==> config.mk <==
export PLATFORM = sky130hd
export DESIGN_NAME = uart_receiver
export DESIGN_NICKNAME = d
export VERILOG_FILES = /design/src/rtl/uart_pkg.sv /design/src/rtl/uart_rx_sync.sv /design/src/rtl/uart_receiver.sv
export SDC_FILE = /design/constraint.sdc
export NUM_CORES = 1
export LEC_CHECK = 0
export BUFFER_PORTS_ARGS = -buffer_cell sky130_fd_sc_hd__buf_2
export CAP_MARGIN = 20
export CORE_AREA = 2 2 55 57
export CTS_CLUSTER_SIZE = 40
export DETAILED_ROUTE_END_ITERATION = 12
export DIE_AREA = 0 0 57 59
export PLACE_DENSITY = 0.73
export SLEW_MARGIN = 10
export SYNTH_ARGS = -nofsm -noshare
export SYNTH_HDL_FRONTEND = slang
export SYNTH_SLANG_ARGS = --single-unit
export TNS_END_PERCENT = 30
==> constraint.sdc <==
create_clock -name clk -period 2.7 [get_ports clk]
set_input_delay 0.405 -clock clk [delete_from_list [all_inputs] [get_ports clk]]
set_output_delay 0.405 -clock clk [all_outputs]
set_load 0.05 [all_outputs]
==> src/rtl/uart_pkg.sv <==
// Shared UART definitions: receiver state encoding, data width and default oversampling.
// The PARITY state exists only when UART_RX_PARITY_EN is defined.
package uart_pkg;

   localparam int unsigned DATA_BITS          = 8;
   localparam int unsigned OVERSAMPLE_DEFAULT = 16;

   typedef enum logic [2:0] {
      ST_IDLE   = 3'd0,
      ST_START  = 3'd1,
      ST_DATA   = 3'd2,
`ifdef UART_RX_PARITY_EN
      ST_PARITY = 3'd3,
`endif
      ST_STOP   = 3'd4
   } uart_state_e;

endpackage

==> src/rtl/uart_rx_sync.sv <==
// Two-flop synchronizer for the asynchronous serial line; resets to the idle (high) level.
module uart_rx_sync (
   input  logic clk,
   input  logic rst,
   input  logic d,
   output logic q
);

   logic meta;

   always_ff @(posedge clk) begin
      if (rst) begin
         meta <= 1'b1;
         q    <= 1'b1;
      end else begin
         meta <= d;
         q    <= meta;
      end
   end

endmodule

==> src/rtl/uart_receiver.sv <==
// 8N1 UART receiver with 16x oversampling, framing/overrun flags and optional even parity.
// Define UART_RX_PARITY_EN to add the PARITY state and the parity_err output.
module uart_receiver
   import uart_pkg::*;
#(
   parameter int unsigned OVERSAMPLE = OVERSAMPLE_DEFAULT
) (
   input  logic                 clk,
   input  logic                 rst,
   input  logic                 rx,
   input  logic                 rx_clk_en,
   input  logic                 rdy_clr,
   output logic [DATA_BITS-1:0] data_out,
   output logic                 rdy,
   output logic                 frame_err,
   output logic                 overrun,
   output logic                 rx_busy
`ifdef UART_RX_PARITY_EN
   ,
   output logic                 parity_err
`endif
);

   localparam int unsigned TICK_W = (OVERSAMPLE > 1) ? $clog2(OVERSAMPLE) : 1;
   localparam int unsigned BIT_W  = $clog2(DATA_BITS);
   localparam logic [TICK_W-1:0] TICK_MID  = TICK_W'(OVERSAMPLE / 2 - 1);
   localparam logic [TICK_W-1:0] TICK_LAST = TICK_W'(OVERSAMPLE - 1);
   localparam logic [BIT_W-1:0]  BIT_LAST  = BIT_W'(DATA_BITS - 1);

   logic                 rx_s;
   uart_state_e          state;
   logic [TICK_W-1:0]    tick_cnt;
   logic [BIT_W-1:0]     bit_cnt;
   logic [DATA_BITS-1:0] shift_reg;
`ifdef UART_RX_PARITY_EN
   logic                 par_bit;
`endif

   uart_rx_sync u_sync (
      .clk (clk),
      .rst (rst),
      .d   (rx),
      .q   (rx_s)
   );

   // Frame FSM; a completing byte is assigned after the acknowledge so that set wins.
   always_ff @(posedge clk) begin
      if (rst) begin
         state     <= ST_IDLE;
         tick_cnt  <= '0;
         bit_cnt   <= '0;
         shift_reg <= '0;
         data_out  <= '0;
         rdy       <= 1'b0;
         frame_err <= 1'b0;
         overrun   <= 1'b0;
         rx_busy   <= 1'b0;
`ifdef UART_RX_PARITY_EN
         par_bit    <= 1'b0;
         parity_err <= 1'b0;
`endif
      end else begin
         if (rdy_clr) begin
            rdy     <= 1'b0;
            overrun <= 1'b0;
         end
         if (rx_clk_en) begin
            case (state)
               ST_IDLE: begin
                  if (!rx_s) begin
                     state    <= ST_START;
                     tick_cnt <= '0;
                     rx_busy  <= 1'b1;
                  end
               end
               ST_START: begin
                  if (tick_cnt == TICK_MID) begin
                     tick_cnt <= '0;
                     bit_cnt  <= '0;
                     if (!rx_s) begin
                        state <= ST_DATA;
                     end else begin
                        state   <= ST_IDLE;
                        rx_busy <= 1'b0;
                     end
                  end else begin
                     tick_cnt <= tick_cnt + TICK_W'(1);
                  end
               end
               ST_DATA: begin
                  if (tick_cnt == TICK_LAST) begin
                     tick_cnt  <= '0;
                     shift_reg <= {rx_s, shift_reg[DATA_BITS-1:1]};
                     bit_cnt   <= bit_cnt + BIT_W'(1);
                     if (bit_cnt == BIT_LAST) begin
`ifdef UART_RX_PARITY_EN
                        state <= ST_PARITY;
`else
                        state <= ST_STOP;
`endif
                     end
                  end else begin
                     tick_cnt <= tick_cnt + TICK_W'(1);
                  end
               end
`ifdef UART_RX_PARITY_EN
               ST_PARITY: begin
                  if (tick_cnt == TICK_LAST) begin
                     tick_cnt <= '0;
                     par_bit  <= rx_s;
                     state    <= ST_STOP;
                  end else begin
                     tick_cnt <= tick_cnt + TICK_W'(1);
                  end
               end
`endif
               ST_STOP: begin
                  if (tick_cnt == TICK_LAST) begin
                     tick_cnt <= '0;
                     state    <= ST_IDLE;
                     rx_busy  <= 1'b0;
                     if (rx_s) begin
                        data_out  <= shift_reg;
                        rdy       <= 1'b1;
                        frame_err <= 1'b0;
                        if (rdy) begin
                           overrun <= 1'b1;
                        end
`ifdef UART_RX_PARITY_EN
                        // Even parity: data bits plus parity bit must hold an even count of ones.
                        parity_err <= (^shift_reg) ^ par_bit;
`endif
                     end else begin
                        frame_err <= 1'b1;
                     end
                  end else begin
                     tick_cnt <= tick_cnt + TICK_W'(1);
                  end
               end
               default: begin
                  state   <= ST_IDLE;
                  rx_busy <= 1'b0;
               end
            endcase
         end
      end
   end

endmodule

* Word level (Yosys, flattened, before mapping)
Cells that the tools add are included.
** Storage, ports and cells
- Bits in registers :: 32
- Bits of input ports :: 5
- Output and inout bits :: 12
- Logic and storage cells :: 68
** Cells by class
- Add/sub/neg operators :: 2
- Equal/unequal tests :: 12
- Mux-type cells :: 31
- Bitwise gates (word level) :: 1
- Reduce and logical (&&, ||, !) cells :: 11
** Operator list (count)
- 2-to-1 mux 3 bit :: 7
- 2-to-1 mux 1 bit :: 16
- 2-to-1 mux 4 bit :: 3
- case mux 3 bit (4 select lines) :: 1
- case mux 4 bit (3 select lines) :: 1
- AND reduction 6 bit :: 2
- inequality test 2 bit, second input constant :: 5
- AND reduction 3 bit :: 3
- AND reduction 4 bit :: 2
- equality test 3 bit, second input constant :: 2
- case mux 3 bit (2 select lines) :: 1
- adder 4 x 1 -> 4 bit, second input constant :: 1
- equality test 4 x 3 -> 1 bit, second input constant :: 1
- equality test 4 bit, second input constant :: 1
- case mux 1 bit (4 select lines) :: 1
- adder 3 x 1 -> 3 bit, second input constant :: 1
- equality test 3 x 1 -> 1 bit, second input constant :: 1
- equality test 3 x 2 -> 1 bit, second input constant :: 1
- zero test 3 bit :: 1
- nonzero test 3 bit :: 1
- 2-to-1 mux 2 bit :: 1
- inequality test 2 x 1 -> 1 bit, second input constant :: 1
- nonzero test 2 bit :: 1
- OR reduction 2 bit :: 1
- NOT 1 bit :: 1

* Logic depth before layout (Yosys ltp)
- Depth after elaboration :: 6
- Depth in mapped cells :: 7
- Gate-level depth less buffers :: 5

* Modules after synthesis
From an unflattened synthesis, not the netlist that was laid out.
** Unflattened totals
- Cells, all modules :: 168
- Area total of the unflattened synthesis :: 1508.9 um^2
** By module, submodules not included
- uart_receiver :: instances 1, cells each 164, area an instance 1456.4 um^2, sequential area each 600.6 um^2
- uart_rx_sync :: instances 1, cells each 4, area an instance 52.6 um^2, sequential area each 40.0 um^2

* Worst setup path before layout
Ideal clock, no wire load.
- Path kind :: reg2reg
- From :: register tick_cnt[0]
- To :: register state[1]
- Library setup time :: 0.059 ns
- Data arrival time :: 1.519 ns
- Required time :: 2.641 ns
- Setup slack :: 1.121 ns
- Cell stages (with the launch flop) :: 7
- Path buffers :: 1
- Period minus slack after synthesis :: 1.579 ns
- Cell sequence :: dfxtp_1 ha_1 and3_4 buf_6 a311o_1 a211oi_2 a41o_1
** On the way
- Cells in the longest elaborated chain, start to end :: 3
- Elaborated cells between the ends (all ways) :: 6
- Those cells by class :: eq/ne (5); reduce/logical (1)
** Ends and longest elaborated chain
- start: declaration :: line uart_receiver.sv:32 : logic [TICK_W-1:0] tick_cnt;
- start signal: assignment :: line uart_receiver.sv:87 : tick_cnt <= tick_cnt + TICK_W'(1);
- start signal: assignment :: line uart_receiver.sv:103 : tick_cnt <= tick_cnt + TICK_W'(1);
- start signal: assignment :: line uart_receiver.sv:137 : tick_cnt <= tick_cnt + TICK_W'(1);
- equality test 4 bit or equality test 4 x 3 -> 1 bit (tied branches) :: line uart_receiver.sv:91, uart_receiver.sv:118, uart_receiver.sv:77
- inequality test 2 bit (no line)
- AND reduction 6 bit (no line) *
- end signal: assignment :: line uart_receiver.sv:99 : state <= ST_STOP;
- end signal: assignment :: line uart_receiver.sv:120 : state <= ST_IDLE;
- end signal: assignment :: line uart_receiver.sv:141 : state <= ST_IDLE;
- end: declaration :: line uart_receiver.sv:31 : uart_state_e state;
Mark *: on every way between the ends. The rest lies on a longest branch, timed or not.
A chain may end at the register's enable or synchronous reset.

* Worst setup path after layout
- From :: register tick_cnt[0]
- To :: register data_out[0]
** On the way
- Cells in the longest elaborated chain, start to end :: 2
** Ends and longest elaborated chain
- equality test 4 bit :: line uart_receiver.sv:118 : if (tick_cnt == TICK_LAST) begin
- AND reduction 4 bit (no line)
- end signal: assignment :: line uart_receiver.sv:123 : data_out <= shift_reg;
- end: declaration :: line uart_receiver.sv:13 : output logic [DATA_BITS-1:0] data_out,
Every way passes these cells.

==> impl_metrics.ini <==
[synth]
synth_flop_cell = dfxtp_1
ys_seq_area_share_pct = 43.87
synth_top_family_by_area = simple AND/OR/NAND/NOR gates
synth_xor_area_share_pct = 1.200
synth-compound-area-share_pct = 17.48
synth.avg_cell_area_um2 = 9.126
synth.area.mux_share_pct = 6.170
synth_cells = 160
synth-edff-count = 0
ys_seq_elements = 32
syn_nets = 168
yosysWarningCount = 0
syn_area_um2 = 1460
yosysUniqueCellTypes = 48
synth_fa_ha_area_share_pct = 2.571
postSynth.asyncResetShare_pct = 0
yosys.area_share.simple_pct = 22.79

[pwr]
leakagePower_nw = 0.5874
power.clock.fraction_pct = 35.3
p_seq_share_pct = 58.1
power_frac_comb_pct = 6.6
power.internal_mw = 0.6249
switchingPower_mw = 0.2093
irDropWorstVdd_v = 0.0004438
p_per_area_nw_per_um2 = 528.7
switching_share_pct = 25.09

[critical_path]
reg2reg_depth = 5
crit_fanout = 9
path_cells = ha_1, and3_4, nand4_1, nand2_1, a21oi_1
critPathCaptureType = flop
r2r-end = data_out[0]
crit_type = flop to flop
rr_startpoint = tick_cnt[0]
cp.required_ps = 2900
slowest_delay_ps = 390
crit_family = simple AND/OR/NAND/NOR gates
critPathLaunch = tick_cnt[0]
rrSetupSlack_ps = 1030
worst_ep_arrival_time_ps = 1870
worst-path-buf-inv = 0
cp_slowest_cell = dfxtp_1
start_kind = flop

[sta]
whs_ps = 243.8
max_slew_margin_pct = 60.59
slew_violations = 0
setup_viol = 0
finalCritPeriodShare_pct = 61.93
fmax_mhz = 598.1
grt_setup_unrepaired = false
finalHoldViolations = 0
tns_ps = 0
period_minus_slack_ps = 1672
skew_ps = 5.451
worst_pin_slew_ps = 591.1
fin_ws_ps = 1028

[floorplanning]
rows = 19
dieWidth_um = 57
initial_utilization_pct = 53.88
die-area_um2 = 3363
die_height_um = 59
io_pins = 17
core-area_um2 = 2710

[place]
place_ws_ps = 1023
dp_hpwl_um = 1996
io_buffers = 16
place_congestion = 0.7549

[layout]
diodes = 0
fillCellCount = 268
area_growth_pct = 8.055
finalNetCount = 181
drive_gt1_share_pct = 20.11

[clocking]
post-cts-setup-buffer-count = 0
cts.sinks = 32
htreeDepth = 2
cts_root_buf = clkbuf_4
clock_latency_ps = 340
clk_pin_slew_worst_paths_ps = 100
clk_path_buf_depth = 2
cts_resized = 0
cts_tree = built
hold_buffers = 0
cts_inserted_buffers = 5

[grt]
grt_max_degree = 35
overflow = 0
grt_pass1_vias = 1084
grtUsageTotal_pct = 18.30
grt_pass1_wl_um = 4643
antenna_found_initial = 0

[drt]
dr_total_vias = 1197
drt_pre_antenna_iters = 4
drc_errors = 0
wl_um = 2863
avgRoutedWirePerCell_um = 13.97
viasPerCell = 5.839
drtIter0Drc = 39
drtAntennaViolNets = 0

[job]
max_cap_viol_count = 0

[worst_hold_path]
min_from = rx
holdPathStages = 2
holdPathEnd = u_sync.meta
holdCritPathClass = input port to flop

[run_status]
status = completed
==> kinds of logic (layout without fill, tap and decap cells) <==
group,count (synthesis),in the layout
AOI/OAI and AO/OA,36,36
xor gates and xnor gates,2,2
adders and majority gates,3,3
buffers and inverters,15,29
DFF,32,32
muxes,9,9
and+or+nand+nor,63,63
==> cells in the mapped netlist (3+ instances only) <==
cell type | count | area, um^2
nor3_1 | 4 | 20.02
nand4_1 | 4 | 25.02
ha_1 | 3 | 37.54
nor2_1 | 13 | 48.80
o21a_1 | 3 | 22.52
a21oi_1 | 14 | 70.07
nand2_1 | 22 | 82.58
clkbuf_1 | 4 | 15.01
buf_2 | 3 | 15.01
dfxtp_1 | 32 | 640.6
mux2i_1 | 9 | 90.09
buf_6 | 3 | 33.78
==> placed cells by master (no fill, tap or decap), drive strengths merged, types with 3 or more instances in the layout <==
cell / Yosys / layout
mux2i: 9 / 9
nor3: 5 / 5
clkbuf: 4 / 7
nand2: 22 / 22
nor2: 14 / 14
inv: 4 / 4
dfxtp: 32 / 32
nand4: 4 / 4
a211oi: 3 / 3
ha: 3 / 3
or2: 3 / 3
buf: 7 / 17
a21oi: 14 / 14
o21a: 3 / 3
==> layer usage <==
layer	share of wire [%]	global-route usage, %
met5	0	0
met4	2.1	9.635
met3	5.1	5.459
met2	48	30.21
met1	44	21.57
==> power by group through the flow <==
stage | Combinational, mW | Sequential (mW) | Clock, mW
after floorplan | 0.0444 | 0.495 | 0
after global placement | 0.0539 | 0.495 | 0
after detailed placement | 0.0551 | 0.495 | 0
after CTS | 0.0551 | 0.484 | 0.302
after global routing | 0.0607 | 0.486 | 0.323
final | 0.0553 | 0.484 | 0.295
==> per-stage QoR <==
| step | util (%) | total power [mW] | area, um^2 | std cells |
|---|---|---|---|---|
| 2_1_floorplan | - | 0.5391 | 1460 | 160 |
| 3_3_place_gp | 55.91 | 0.5491 | 1515 | 197 |
| 3_5_place_dp | 55.91 | 0.5503 | 1515 | 197 |
| 4_1_cts | 58.22 | 0.8416 | 1578 | 205 |
| 5_1_grt | 58.22 | 0.8690 | 1578 | 205 |
| 6_report | 58.22 | 0.8341 | 1578 | 205 |
==> worst register-to-register path, delay by kind of cell (launching register included) <==
kind                       cells  cell delay (ps)
and+or+nand+nor                3              780
DFF                            1              390
AOI/OAI and AO/OA              1               80
adders and majority gates      1              280
==> cell type report <==
type | count | area, um^2 | share of cell area [%]
Multi-Input combinational cell | 113 | 733.2 | 46.47
Sequential cell | 32 | 640.6 | 40.60
Timing Repair Buffer | 17 | 87.58 | 5.551
Clock buffer | 7 | 55.05 | 3.489
Tap cell | 31 | 38.79 | 2.458
Inverter | 4 | 15.01 | 0.9516
Clock inverter | 1 | 7.507 | 0.4758
==> worst max-delay path by stage <==
stage	endpoint	slack (ps)	cells past startpoint
floorplan	state[1]	1120	6
global placement	data_out[1]	1080	5
detailed placement	data_out[0]	1020	5
CTS	data_out[0]	1010	5
global route	data_out[4]	850	5
finish	data_out[0]	1030	5
Note: power is estimated with default switching activity, not from simulation.
